$ cat src/rtl/ysyx_23060203_ifu_fq_if.sv
// Fetch-queue IFU bus: the ICache lookup port, the redirect input and the IDU-facing queue head.
// The master side belongs to the IFU and the slave side to its environment.
interface ysyx_23060203_ifu_fq_if #(
    parameter int FQ_DEPTH = 4
) ();
    localparam int CW = $clog2(FQ_DEPTH + 1);

    logic [31:0]   fetch_addr;
    logic          fetch_hit;
    logic [31:0]   fetch_inst;
    logic          flush;
    logic [31:0]   flush_dnpc;
    logic          out_valid;
    logic          out_ready;
    logic [31:0]   out_pc;
    logic [31:0]   out_inst;
    logic          out_pred_taken;
    logic [CW-1:0] fq_count;

    modport master (
        output fetch_addr,
        input  fetch_hit, fetch_inst, flush, flush_dnpc,
        output out_valid,
        input  out_ready,
        output out_pc, out_inst, out_pred_taken, fq_count
    );

    modport slave (
        input  fetch_addr,
        output fetch_hit, fetch_inst, flush, flush_dnpc,
        input  out_valid,
        output out_ready,
        input  out_pc, out_inst, out_pred_taken, fq_count
    );
endinterface

$ cat src/rtl/ysyx_23060203_ifu_fq.sv
// Instruction fetch unit with static next-PC prediction and a circular fetch queue toward the IDU.
// Redirects empty the queue; a redirect that lands during a cache miss is parked until the miss returns.
module ysyx_23060203_ifu_fq #(
    parameter int          FQ_DEPTH  = 4,
    parameter logic [31:0] RESET_PC  = 32'h3000_0000,
    parameter int          PRED_MODE = 1,
    parameter int          STALL_SYS = 1
) (
    input  logic clock,
    input  logic reset,
    ysyx_23060203_ifu_fq_if.master bus
);
    localparam int PW = $clog2(FQ_DEPTH);
    localparam int CW = $clog2(FQ_DEPTH + 1);

    logic [31:0]         r_fetch_pc;
    logic [31:0]         r_dnpc;
    logic                r_flush_pend;
    logic                r_sys_hold;
    logic [PW-1:0]       r_head;
    logic [PW-1:0]       r_tail;
    logic [CW-1:0]       r_count;
    logic [31:0]         r_pc_mem   [FQ_DEPTH];
    logic [31:0]         r_inst_mem [FQ_DEPTH];
    logic [FQ_DEPTH-1:0] r_pt_mem;

    logic [31:0] w_imm_b;
    logic [31:0] w_imm_j;
    logic [31:0] w_incr;
    logic        w_is_sys;
    logic        w_pred_taken;
    logic        w_pop;
    logic        w_push;

    assign w_imm_b = {{19{bus.fetch_inst[31]}}, bus.fetch_inst[31], bus.fetch_inst[7],
                      bus.fetch_inst[30:25], bus.fetch_inst[11:8], 1'b0};
    assign w_imm_j = {{11{bus.fetch_inst[31]}}, bus.fetch_inst[31], bus.fetch_inst[19:12],
                      bus.fetch_inst[20], bus.fetch_inst[30:21], 1'b0};

    // Static next-PC increment selected from the opcode of the instruction being fetched.
    always_comb begin
        w_incr   = 32'd4;
        w_is_sys = 1'b0;
        case (bus.fetch_inst[6:2])
            5'b11000: begin
                if ((PRED_MODE == 1) && bus.fetch_inst[31]) begin
                    w_incr = w_imm_b;
                end else begin
                    w_incr = 32'd4;
                end
            end
            5'b11011: begin
                if (PRED_MODE == 1) begin
                    w_incr = w_imm_j;
                end else begin
                    w_incr = 32'd4;
                end
            end
            5'b11100: begin
                if (STALL_SYS == 1) begin
                    w_incr   = 32'd0;
                    w_is_sys = 1'b1;
                end else begin
                    w_incr   = 32'd4;
                end
            end
            default: w_incr = 32'd4;
        endcase
    end

    // A zero increment is the SYSTEM self-hold, not a taken prediction.
    assign w_pred_taken = (w_incr != 32'd4) && (w_incr != 32'd0);

    assign bus.out_valid = (r_count != CW'(0)) & ~bus.flush;
    assign w_pop         = bus.out_valid & bus.out_ready;
    assign w_push        = bus.fetch_hit & ~bus.flush & ~r_flush_pend & ~r_sys_hold &
                           ((r_count < CW'(FQ_DEPTH)) | w_pop);

    // Fetch PC, deferred redirect target and the SYSTEM stall flag.
    always_ff @(posedge clock or negedge reset) begin
        if (!reset) begin
            r_fetch_pc   <= RESET_PC;
            r_dnpc       <= 32'd0;
            r_flush_pend <= 1'b0;
            r_sys_hold   <= 1'b0;
        end else if (bus.flush) begin
            r_sys_hold <= 1'b0;
            if (bus.fetch_hit) begin
                r_fetch_pc   <= bus.flush_dnpc;
                r_flush_pend <= 1'b0;
            end else begin
                r_flush_pend <= 1'b1;
                r_dnpc       <= bus.flush_dnpc;
            end
        end else if (r_flush_pend) begin
            if (bus.fetch_hit) begin
                r_fetch_pc   <= r_dnpc;
                r_flush_pend <= 1'b0;
            end
        end else if (w_push) begin
            r_fetch_pc <= r_fetch_pc + w_incr;
            if (w_is_sys) begin
                r_sys_hold <= 1'b1;
            end
        end
    end

    // Queue pointers and occupancy; pointers wrap at their natural width.
    always_ff @(posedge clock or negedge reset) begin
        if (!reset) begin
            r_head  <= PW'(0);
            r_tail  <= PW'(0);
            r_count <= CW'(0);
        end else if (bus.flush) begin
            r_head  <= r_tail;
            r_count <= CW'(0);
        end else begin
            r_head <= r_head + PW'(w_pop);
            r_tail <= r_tail + PW'(w_push);
            case ({w_push, w_pop})
                2'b10:   r_count <= r_count + CW'(1);
                2'b01:   r_count <= r_count - CW'(1);
                default: r_count <= r_count;
            endcase
        end
    end

    // Queue storage, written at the tail on every push.
    always_ff @(posedge clock or negedge reset) begin
        if (!reset) begin
            for (int i = 0; i < FQ_DEPTH; i++) begin
                r_pc_mem[i]   <= 32'd0;
                r_inst_mem[i] <= 32'd0;
            end
            r_pt_mem <= '0;
        end else if (w_push) begin
            r_pc_mem[r_tail]   <= r_fetch_pc;
            r_inst_mem[r_tail] <= bus.fetch_inst;
            r_pt_mem[r_tail]   <= w_pred_taken;
        end
    end

    assign bus.fetch_addr     = r_fetch_pc;
    assign bus.out_pc         = r_pc_mem[r_head];
    assign bus.out_inst       = r_inst_mem[r_head];
    assign bus.out_pred_taken = r_pt_mem[r_head];
    assign bus.fq_count       = r_count;
endmodule
$ cat src/flat_wrapper.sv
// flat-port wrapper written by rule: the top's interface ports become plain ports
module ysyx_23060203_ifu_fq_flat 
#(
    parameter int          FQ_DEPTH  = 4,
    parameter logic [31:0] RESET_PC  = 32'h3000_0000,
    parameter int          PRED_MODE = 1,
    parameter int          STALL_SYS = 1
)
  (clock, reset, bus_fetch_addr, bus_fetch_hit, bus_fetch_inst, bus_flush, bus_flush_dnpc, bus_out_valid, bus_out_ready, bus_out_pc, bus_out_inst, bus_out_pred_taken, bus_fq_count);
  ysyx_23060203_ifu_fq_if #(.FQ_DEPTH(FQ_DEPTH)) bus_i ();
  input  logic clock;
  input  logic reset;
  output wire logic [$bits(bus_i.fetch_addr)-1:0] bus_fetch_addr;
  input wire logic [$bits(bus_i.fetch_hit)-1:0] bus_fetch_hit;
  input wire logic [$bits(bus_i.fetch_inst)-1:0] bus_fetch_inst;
  input wire logic [$bits(bus_i.flush)-1:0] bus_flush;
  input wire logic [$bits(bus_i.flush_dnpc)-1:0] bus_flush_dnpc;
  output wire logic [$bits(bus_i.out_valid)-1:0] bus_out_valid;
  input wire logic [$bits(bus_i.out_ready)-1:0] bus_out_ready;
  output wire logic [$bits(bus_i.out_pc)-1:0] bus_out_pc;
  output wire logic [$bits(bus_i.out_inst)-1:0] bus_out_inst;
  output wire logic [$bits(bus_i.out_pred_taken)-1:0] bus_out_pred_taken;
  output wire logic [$bits(bus_i.fq_count)-1:0] bus_fq_count;
  assign bus_fetch_addr = bus_i.fetch_addr;
  assign bus_i.fetch_hit = bus_fetch_hit;
  assign bus_i.fetch_inst = bus_fetch_inst;
  assign bus_i.flush = bus_flush;
  assign bus_i.flush_dnpc = bus_flush_dnpc;
  assign bus_out_valid = bus_i.out_valid;
  assign bus_i.out_ready = bus_out_ready;
  assign bus_out_pc = bus_i.out_pc;
  assign bus_out_inst = bus_i.out_inst;
  assign bus_out_pred_taken = bus_i.out_pred_taken;
  assign bus_fq_count = bus_i.fq_count;
  ysyx_23060203_ifu_fq #(.FQ_DEPTH(FQ_DEPTH), .RESET_PC(RESET_PC), .PRED_MODE(PRED_MODE), .STALL_SYS(STALL_SYS)) u_core (.clock(clock), .reset(reset), .bus(bus_i));
endmodule
$ cat config.mk
export PLATFORM = sky130hd
export DESIGN_NAME = ysyx_23060203_ifu_fq_flat
export DESIGN_NICKNAME = d
export VERILOG_FILES = /design/src/rtl/ysyx_23060203_ifu_fq_if.sv /design/src/rtl/ysyx_23060203_ifu_fq.sv /design/src/flat_wrapper.sv
export SDC_FILE = /design/constraint.sdc
export NUM_CORES = 1
export LEC_CHECK = 0
export ABC_AREA = 1
export BUFFER_PORTS_ARGS = -buffer_cell sky130_fd_sc_hd__buf_4
export CAP_MARGIN = 15
export CELL_PAD_IN_SITES_DETAIL_PLACEMENT = 0
export CELL_PAD_IN_SITES_GLOBAL_PLACEMENT = 2
export CORE_MARGIN = 2
export CORE_UTILIZATION = 39
export DETAILED_ROUTE_END_ITERATION = 8
export MAX_ROUTING_LAYER = met4
export PLACE_DENSITY_LB_ADDON = 0.12
export SETUP_SLACK_MARGIN = 0.3
export SYNTH_ARGS = -nofsm -noshare
export SYNTH_HDL_FRONTEND = slang
export SYNTH_SLANG_ARGS = --single-unit
$ cat constraint.sdc
create_clock -name clock -period 3.2 [get_ports clock]
set_input_delay 0.16 -clock clock [delete_from_list [all_inputs] [get_ports clock]]
set_output_delay 0.16 -clock clock [all_outputs]
set_load 0.02 [all_outputs]
==> impl_results.md <==
- Commonest cells post-synth: nand2_1, o21ai_0, dfrtp_1
- CP endpoint kind: register
- Synth area leaders: dfrtp_1, o21ai_0, nand2_1
- Proportion of synthesized area in mux cells: about 1.4%
- Final min period: ~2.8 ns
- Post-CTS Setup Inserts: 0
- Mapped Nets: about 2000
- Post-Syn Area per Cell: 8.364 um2
- Detailed Place HPWL: 35700 um
- Setup_tns: 0 ns
- Synth cell types: 44
- Max_cap viols: 0
- Core ar.: between 40000 and 50000 um2
- Sequential share of the synthesized area: around half
- Synth Area in Compound Gates: between 20% and 30%
- Cells after Synth: between 1500 and 2000
- Clock latency on the worst-skew pair: 0.55 ns
- Main combinational cell family by area after synthesis: compound AO/OA/AOI/OAI gates
- Hold WS: between 0.015 and 0.02 ns
- R2R Setup Slk: about 0.64 ns
- # DRC: 0
- XOR/XNOR Fraction of Synth Area: less than 1%
- CTS H-tree lvls: 2
- CP startpoint: bus_fetch_inst[7]
- Initial Util: 39.25%
- Filler cell count: 4151
- FF+latch area: about 8300 um2
- Crit-path max FO: 5
- RSZ-0062 raised after global routing: false
- Lkg Pwr: slightly below 0.01 uW
- Hold Path Class: in -> reg
- Final core utilization: 48.96%
- Share of cells above drive strength 1: approximately 16%
- Final GP Congestion: 0.9625
- Vias in the first global route: approximately 14000
- Post-synth EDFFs: 0
- CTS buffer count: a little over 40
- Final Setup Violations: 0
- Gr usage total: 25.39%
- Kind of critical path: in -> reg
- Routed wire length: between 50000 and 60000 um
- Most common cell in the netlist: nand2_1
- Overflow after GRT: 0
- Cell Chain, Critical Path: dlygate4sd3_1, buf_4, inv_1, o22ai_1, buf_4, ha_1, nand2_1, nor2_1, inv_1, o21ai_0, o21ai_0, buf_4, a22oi_1
- Synth async-reset ratio: between 90% and 100%
- Post-Synth Adder-Cell Area: 1.852%
- R2r startpoint: u_core.r_flush_pend
- Ports: 170
- Seq cells post-synth: about 330
- Area delta synth->final: 24.74%
- Antenna violation net count after detailed routing: 0
- Wire per inst: 19.53 um
- Die Span Y: about 210 um
- Multi-input logic area: around 7100 um2
- CTS Root Cell: clkbuf_16
- Yosys top cell area share: roughly half
- GRT busiest layer: met2
- Post-synth top flop: dfrtp_1
- Worst-margin pin slew: approximately 1.1 ns
- Slew Limit Fails: 0
- Leading area contributor after synthesis: dfrtp_1
- Routing usage on met2: between 30% and 40%
- Initial DRC count: about 1000
- Slowest-stage cell, CP: dlygate4sd3_1
- Simple-Gate Fraction of Synth Area: between 10% and 20%
- Clk pin slew, worst setup/hold paths: roughly 0.060 ns
- Detailed Routing Iterations Pass 1: 8
- Worst EP required: 3.66 ns
- Critical Path Start Type: primary input
- Num rows: between 70 and 80
- DR vias/cell: between 5 and 6
- Die W: ~210 um
- Routing usage on met1: between 30% and 40%
- Post-Syn Area: approximately 16000 um2
- Crit path max-delay family: buffers and inverters
- Port-buffer cells: between 150 and 200
- YS warnings: 0
- Clock sinks: between 300 and 400
- Period utilization: between 80% and 90%
- Nets: around 2300
- CTS tree: done
- Status: finished clean
- Max VDD drop: ~360 uV
- Buf/Inv on CP: 6
- PD cells: roughly 950 nW/um2
- CP dominant cell by count: buf_4
- CP arrival: 3.24 ns
- Hold_sp: bus_fetch_inst[23]
- Worst Skew: 0.01064 ns
- Final hold viol count: 0
- First-pass GRT wire length: about 84000 um
- Die area: approximately 44000 um2
- Largest net degree at the start of global routing: just over 80
- Met3 Use GR: under 10%
- Initial antenna violation count: 1
- Worst-case clock buffer depth: 3
- CP peak stage delay: between 0.5 and 0.6 ns
- F_max: about 360 MHz
- Rel. slew slack: around 29%
- Via count of the routed design: between 10000 and 15000
-- flip-flops by register name (all words and copies together), names as in the netlist --
name / count
u_core.r_inst_mem: 128
u_core.r_pt_mem: 4
u_core.r_sys_hold: 1
u_core.bus.fetch_addr: 32
u_core.r_pc_mem: 128
u_core.bus.fq_count: 3
u_core.r_head: 2
u_core.r_dnpc: 32
u_core.r_tail: 2
u_core.r_flush_pend: 1
-- metrics by stage --
stage          setup slack [ns]  instance area [um2]  total power, uW  cells
2_1_floorplan            0.4912                16350            11550   1955
3_3_place_gp            -0.1161                18460            14700   2606
3_5_place_dp            -0.1094                18460            14810   2606
4_1_cts                  0.4287                20370            19530   2737
5_1_grt                  0.3060                20400            20690   2738
6_report                 0.4213                20400            19360   2738
-- worst paths after layout --
| check | to | cells past startpoint |
|---|---|---|
| worst min register to register | u_core.r_pc_mem[68] | 2 |
| worst max-delay path | u_core.bus.fetch_addr[12] | 13 |
| worst min-delay path | u_core.r_inst_mem[55] | 3 |
| min in group asynchronous | u_core.r_inst_mem[34] | 2 |
| worst max register to register | u_core.bus.fetch_addr[2] | 7 |
| max in group asynchronous | u_core.r_pc_mem[42] | 4 |
-- per-layer routing --
metal / wire length (um) / share of wire [%] / vias to the layer above
li1: - / - / 7057
met1: 26270 / 49 / 7227
met2: 23410 / 44 / 389
met5: 0 / 0 / -
met4: 1151 / 2.2 / 0
met3: 2654 / 5.0 / 77
-- cell type report --
class	instances	area share (%)
multi-input combinational	1375	34.76
inverter	124	2.319
clock inverter	6	0.5337
clock buffer	65	5.877
sequential	333	40.89
timing repair buffer	295	12.31
antenna	1	0.01227
tap	539	3.306
-- worst min-delay path, cell delays in order --
cell     delay, ns
buf_4         0.09
inv_1         0.11
o21ai_0       0.17
-- power by group --
part | switching, uW | internal (uW) | leakage (uW)
Combinational | 4600 | 3040 | 0.00491
Sequential | 1130 | 6000 | 0.00410
Clock | 1780 | 2800 | 0.000635
-- cells in the final DEF, fill, tap and decap left out, types with 26 or more instances in the layout --
| cell type | netlist | layout |
|---|---|---|
| o21ai_1 | 28 | 30 |
| a21oi_1 | 37 | 37 |
| a221oi_1 | 26 | 26 |
| inv_1 | 117 | 112 |
| dlygate4sd3_1 | 0 | 60 |
| nand2_1 | 440 | 440 |
| nor2_1 | 191 | 190 |
| o21a_1 | 66 | 66 |
| clkbuf_16 | 0 | 43 |
| o21ai_0 | 343 | 341 |
| o22ai_1 | 69 | 68 |
| dfrtp_1 | 331 | 329 |
| buf_4 | 3 | 223 |
| nand3_1 | 36 | 35 |
-- what timing repair did --
item | in CTS | in global routing
setup endpoints to repair | 0 | 6
hold buffers | 60 | 0
endpoints found under the hold margin | 216 | 0
gates resized for setup | 0 | 6
-- kinds of logic after synthesis --
group / Yosys count
compound gates: 613
xor+xnor: 16
fa+ha+maj: 23
buf+inv: 247
flops: 333
mux: 21
simple gates: 702
(Power assumes the default switching activity.)
